<file path="config.mk">
export PLATFORM = sky130hd
export DESIGN_NAME = key_debounce_lp
export DESIGN_NICKNAME = d
export VERILOG_FILES = /design/src/rtl/key_debounce_lp.sv
export SDC_FILE = /design/constraint.sdc
export NUM_CORES = 1
export LEC_CHECK = 0
export ABC_CLOCK_PERIOD_IN_PS = 4550
export CORE_AREA = 10 10 51 92
export CTS_CLUSTER_SIZE = 12
export DETAILED_ROUTE_END_ITERATION = 10
export DIE_AREA = 0 0 61 102
export PLACE_DENSITY = 0.83
export RECOVER_POWER = 100
export SLEW_MARGIN = 20
export SYNTH_ARGS = -nofsm -noshare
export SYNTH_HDL_FRONTEND = slang
export SYNTH_SLANG_ARGS = --single-unit
</file>
<file path="constraint.sdc">
create_clock -name clk -period 4.55 [get_ports clk]
set_clock_uncertainty 0.15 [all_clocks]
set_input_delay 0.455 -clock clk [delete_from_list [all_inputs] [get_ports clk]]
set_output_delay 0.455 -clock clk [all_outputs]
set_load 0.01 [all_outputs]
</file>
<file path="src/rtl/key_debounce_lp.sv">
// Per-key push-button front end: 2-FF synchroniser, debouncer, press/release
// pulses, debounced level, long-press detection and auto-repeat.
// DEBOUNCE_CYC, LONG_CYC and REPEAT_CYC must each be >= 2.

module key_debounce_lp #(
   parameter int unsigned DEBOUNCE_CYC = 1_000_000,
   parameter int unsigned LONG_CYC     = 50_000_000,
   parameter int unsigned REPEAT_CYC   = 10_000_000,
   parameter bit          ACTIVE_LOW   = 1'b1
) (
   input  logic clk,
   input  logic rst,
   input  logic key_in,
   output logic key_flag,
   output logic key_state,
   output logic release_flag,
   output logic long_flag,
   output logic repeat_flag
);

   localparam int unsigned MAX_DL  = (DEBOUNCE_CYC > LONG_CYC) ? DEBOUNCE_CYC : LONG_CYC;
   localparam int unsigned MAX_CYC = (MAX_DL > REPEAT_CYC) ? MAX_DL : REPEAT_CYC;
   localparam int          CNT_W   = $clog2(MAX_CYC + 1);

   localparam logic [CNT_W-1:0] DB_LAST   = CNT_W'(DEBOUNCE_CYC - 1);
   localparam logic [CNT_W-1:0] LONG_LAST = CNT_W'(LONG_CYC - 1);
   localparam logic [CNT_W-1:0] REP_LAST  = CNT_W'(REPEAT_CYC - 1);
   localparam logic [CNT_W-1:0] CNT_ONE   = CNT_W'(1);

   // Pin level that means "not pressed"; the synchroniser resets to it so no
   // phantom press is seen after reset.
   localparam logic RELEASED = ACTIVE_LOW ? 1'b1 : 1'b0;

   typedef enum logic [2:0] {
      IDLE,
      DB_PRESS,
      HELD,
      LONG,
      DB_REL
   } state_t;

   logic [1:0]       sync;
   logic             p;
   state_t           state, state_nxt;
   state_t           origin, origin_nxt;
   logic [CNT_W-1:0] cnt, cnt_nxt;
   logic             key_nxt, rel_nxt, long_nxt, rep_nxt;

   // NOTE: sequential state uses non-blocking (<=) so every flop samples the
   // pre-edge value of its neighbours; blocking here would collapse the
   // two synchroniser stages into one.
   always_ff @(posedge clk or posedge rst) begin
      if (rst) begin
         sync <= {2{RELEASED}};
      end else begin
         sync <= {sync[0], key_in};
      end
   end

   assign p = ACTIVE_LOW ? ~sync[1] : sync[1];

   always_ff @(posedge clk or posedge rst) begin
      if (rst) begin
         state        <= IDLE;
         origin       <= HELD;
         cnt          <= '0;
         key_flag     <= 1'b0;
         release_flag <= 1'b0;
         long_flag    <= 1'b0;
         repeat_flag  <= 1'b0;
      end else begin
         state        <= state_nxt;
         origin       <= origin_nxt;
         cnt          <= cnt_nxt;
         key_flag     <= key_nxt;
         release_flag <= rel_nxt;
         long_flag    <= long_nxt;
         repeat_flag  <= rep_nxt;
      end
   end

   // The counter clears on every state change and on each repeat match, so
   // equality compares are sufficient and it can never wrap.
   always_comb begin
      // NOTE: every output of this block gets a default first, so no path
      // leaves a signal unassigned and no latch is inferred.
      state_nxt  = state;
      origin_nxt = origin;
      cnt_nxt    = cnt;
      key_nxt    = 1'b0;
      rel_nxt    = 1'b0;
      long_nxt   = 1'b0;
      rep_nxt    = 1'b0;

      unique case (state)
         IDLE: begin
            cnt_nxt = '0;
            if (p) state_nxt = DB_PRESS;
         end
         DB_PRESS: begin
            if (!p) begin
               state_nxt = IDLE;
               cnt_nxt   = '0;
            end else if (cnt == DB_LAST) begin
               key_nxt   = 1'b1;
               state_nxt = HELD;
               cnt_nxt   = '0;
            end else begin
               cnt_nxt = cnt + CNT_ONE;
            end
         end
         HELD: begin
            if (!p) begin
               state_nxt  = DB_REL;
               origin_nxt = HELD;
               cnt_nxt    = '0;
            end else if (cnt == LONG_LAST) begin
               long_nxt  = 1'b1;
               state_nxt = LONG;
               cnt_nxt   = '0;
            end else begin
               cnt_nxt = cnt + CNT_ONE;
            end
         end
         LONG: begin
            if (!p) begin
               state_nxt  = DB_REL;
               origin_nxt = LONG;
               cnt_nxt    = '0;
            end else if (cnt == REP_LAST) begin
               rep_nxt = 1'b1;
               cnt_nxt = '0;
            end else begin
               cnt_nxt = cnt + CNT_ONE;
            end
         end
         DB_REL: begin
            // A bounce back to pressed resumes the hold phase with a fresh count.
            if (p) begin
               state_nxt = origin;
               cnt_nxt   = '0;
            end else if (cnt == DB_LAST) begin
               rel_nxt   = 1'b1;
               state_nxt = IDLE;
               cnt_nxt   = '0;
            end else begin
               cnt_nxt = cnt + CNT_ONE;
            end
         end
         default: begin
            state_nxt = IDLE;
            cnt_nxt   = '0;
         end
      endcase
   end

   // The level follows the pulses, so it changes one cycle after each of them.
   always_ff @(posedge clk or posedge rst) begin
      if (rst) begin
         key_state <= 1'b0;
      end else if (key_flag) begin
         key_state <= 1'b1;
      end else if (release_flag) begin
         key_state <= 1'b0;
      end
   end

endmodule
</file>
==> out/summary.txt <==
post-DP HPWL: 3060 um
worst-case hold path end point: sync[1]$_DFF_PP1_
Crit path buffers/inverters: 0
fraction of the mapped netlist area in adder cells: 0.639%
maximum VDD drop: 0.239 mV
initial antenna violation count: 0
most common cell after layout, fill and taps aside: dfrtp_1
Core Region: 0.00319 sq mm
H-tree levels: 2
Setup CP Type: flip-flop to flip-flop
post-synthesis xor/xnor area fraction: 10.7%
Initial Utilization: 61.3%
critical path cell sequence: or4b_2 -> nor4_1 -> nand3_1 -> a22oi_4 -> a21oi_1
routed length per instance: 18.5 um
CP delay by family, top: simple AND/OR/NAND/NOR gates
Rel. slew slack: -27.4%
cts bufs inserted: 5
sequential cell area: 928 sq um
average size of a mapped cell: 10.6 sq um
worst-margin pin slew: 1.91 ns
Final Hold Viols: 0
residual DRC count: 0
final WL: 4200 um
total track usage: 15.0%
r2r setup slk: 1.36 ns
most frequent cells in the layout: 35 x dfrtp_1, 23 x a21oi_1, 13 x nand2_1
NumNets Final: 199
Final setup violation count: 0
f_max: 314 MHz
Die ar.: 0.00622 sq mm
largest net degree at the start of global routing: 38
Worst-path clk slew: 0.07 ns
Max-cap violations: 1
Area Growth Syn to Fin: 5.62%
I/O Buffers: 7
Synth Area in Compound Gates: 13.6%
Die Y: 102 um
part of the power in the clock network: 39.6%
Synth Register Bits: 37
gr ovfl total: 0
total number of vias: 1,496
Synth async-reset ratio: 100%
CP max FO: 26
Distinct cells, synth: 41
Power Dens Cells: 281 mW/mm^2
Clock Path Buffers: 2
RR Startpoint: cnt[8]$_DFF_PP0_
num rows: 29
Combinational Power Share: 2.9%
CTS resizes: 0
Setup crit end kind: flip-flop
Final ANT Viol Nets: 0
sw frac: 21.0%
root buf cell: clkbuf_8
hold_buf cts: 0
Final Max Tran Viols: 38
failing checks: max-capacitance violations, max-slew violations
Startpoint Class: flip-flop
Seq pwr share: 57.5%
Antenna diodes: 0
DRT Pass-1 Iters: 4
hold path cells: 0
DIE WIDTH: 61 um
Iteration-0 DRC Markers: 69
Crit path required time: 4.52 ns
placed cells: 219
final core occ: 64.8%
ys flop type: dfrtp_1
YS warnings: 0
vias in the first global route: 1,535
crit-path max cell delay: 0.69 ns
IO Count: 8
Hold Path Class: flip-flop to flip-flop
layout cells sized above 1: 9.18%
cell internal pwr: 0.000459 W
final period utilization: 70.1%
worst hold start: sync[0]$_DFF_PP1_
mux share of post-synthesis cell area: 0%
Avg Vias per Cell: 6.59
reg2reg end: cnt[14]$_DFF_PP0_
count of clock tree sinks: 37
RSZ-0062 raised after global routing: false
Syn Inst Count: 185
main combinational cell family by area after synthesis: simple AND/OR/NAND/NOR gates
Synth Area in Simple Gates: 23.5%
setup TNS: 0 ns
CTS tree: done
clk_lat worst skew: 0.29 ns
slowest stage cell, crit path: or4b_2
post-CTS setup buffer count: 0
area of the mapped netlist: 0.00196 sq mm
WHS: 0.208 ns
Reg2Reg Depth: 5
Leak: 0.840 nW
multi-input logic area: 907 sq um
number of enable flip-flop cells after synthesis: 0
first-pass GRT wire length: 7070 um
critical path arrival: 3.16 ns
Synth Net Count: 189
fin crit period: 3.19 ns
Finished Layout Cells: 227
P_sw: 0.000122 W
GPL Wtd Cong: 0.860
status: finished, violations left
layout filler cell count: 251
post-synthesis sequential area ratio: 47.4%
-- registers in the layout, indices dropped and copies added (netlist names) --
name and flops:
release_flag 1, sync 2, key_flag 1, long_flag 1, state 3, key_state 1
cnt 26, origin 1, repeat_flag 1
-- per-stage QoR --
stage / instance area [sq um] / power [W] / setup slack (ns)
3_3_place_gp: 2020 / 0.000357 / 1.96
3_5_place_dp: 2020 / 0.000359 / 1.84
4_1_cts: 2110 / 0.000590 / 1.82
5_1_grt: 2070 / 0.000605 / 1.11
6_report: 2070 / 0.000581 / 1.36
2_1_floorplan: 1960 / 0.000354 / 2.37
-- layer usage --
metal  part of all wire (%)  vias to the layer above  GRT usage [%]
met5                      0                        -              0
met4                    6.0                        0           9.51
met3                    4.6                       17           4.60
met2                     55                       51           25.5
met1                     35                      743           14.9
li1                       -                      685              -
-- cell families (layout without fill, tap and decap cells) --
| family | count (synthesis) | after routing |
|---|---|---|
| AO/OA/AOI/OAI | 36 | 36 |
| XOR/XNOR | 24 | 24 |
| adder cells (fa/ha/maj) | 1 | 1 |
| buffers and inverters | 13 | 24 |
| flip-flops | 37 | 37 |
| AND/OR/NAND/NOR | 74 | 74 |
-- synth_stat cells, drive strengths merged, types with 4 or more instances --
| cell | instances | area (sq um) |
|---|---|---|
| a21oi | 25 | 144 |
| inv | 8 | 30.0 |
| nor3 | 11 | 60.1 |
| nand4 | 9 | 71.3 |
| nor2 | 11 | 41.3 |
| and4 | 4 | 36.3 |
| buf | 5 | 50.0 |
| xor2 | 12 | 105 |
| nand2 | 13 | 48.8 |
| nor4 | 5 | 52.6 |
| xnor2 | 12 | 105 |
| nand3 | 8 | 40.0 |
| dfrtp | 35 | 876 |
-- power by group through the flow --
| stage | clock network [W] | registers, W | logic, W |
|---|---|---|---|
| 3_5_place_dp | 0 | 0.000340 | 0.0000185 |
| 3_3_place_gp | 0 | 0.000340 | 0.0000172 |
| 5_1_grt | 0.000251 | 0.000334 | 0.0000195 |
| 4_1_cts | 0.000238 | 0.000334 | 0.0000185 |
| 2_1_floorplan | 0 | 0.000339 | 0.0000143 |
| 6_report | 0.000230 | 0.000334 | 0.0000169 |
-- layout make-up --
cell class,instances,area share (%)
repair buffers,8,3.57
well taps,31,1.88
inverters,8,1.45
flip-flops and latches,37,44.9
multi-input cells,135,43.9
clock buffers,8,4.36
-- worst max path at each step --
stage,depth (start not counted),from,to,slack (ns)
floorplan,6,cnt[8]$_DFF_PP0_,cnt[16]$_DFF_PP0_,2.37
global placement,5,cnt[16]$_DFF_PP0_,cnt[1]$_DFF_PP0_,1.96
detailed placement,6,cnt[0]$_DFF_PP0_,cnt[23]$_DFF_PP0_,1.84
CTS,6,cnt[0]$_DFF_PP0_,cnt[23]$_DFF_PP0_,1.82
global route,5,cnt[8]$_DFF_PP0_,cnt[1]$_DFF_PP0_,1.11
finish,5,cnt[8]$_DFF_PP0_,cnt[14]$_DFF_PP0_,1.36
No activity file was read; power rests on OpenSTA's default activity.
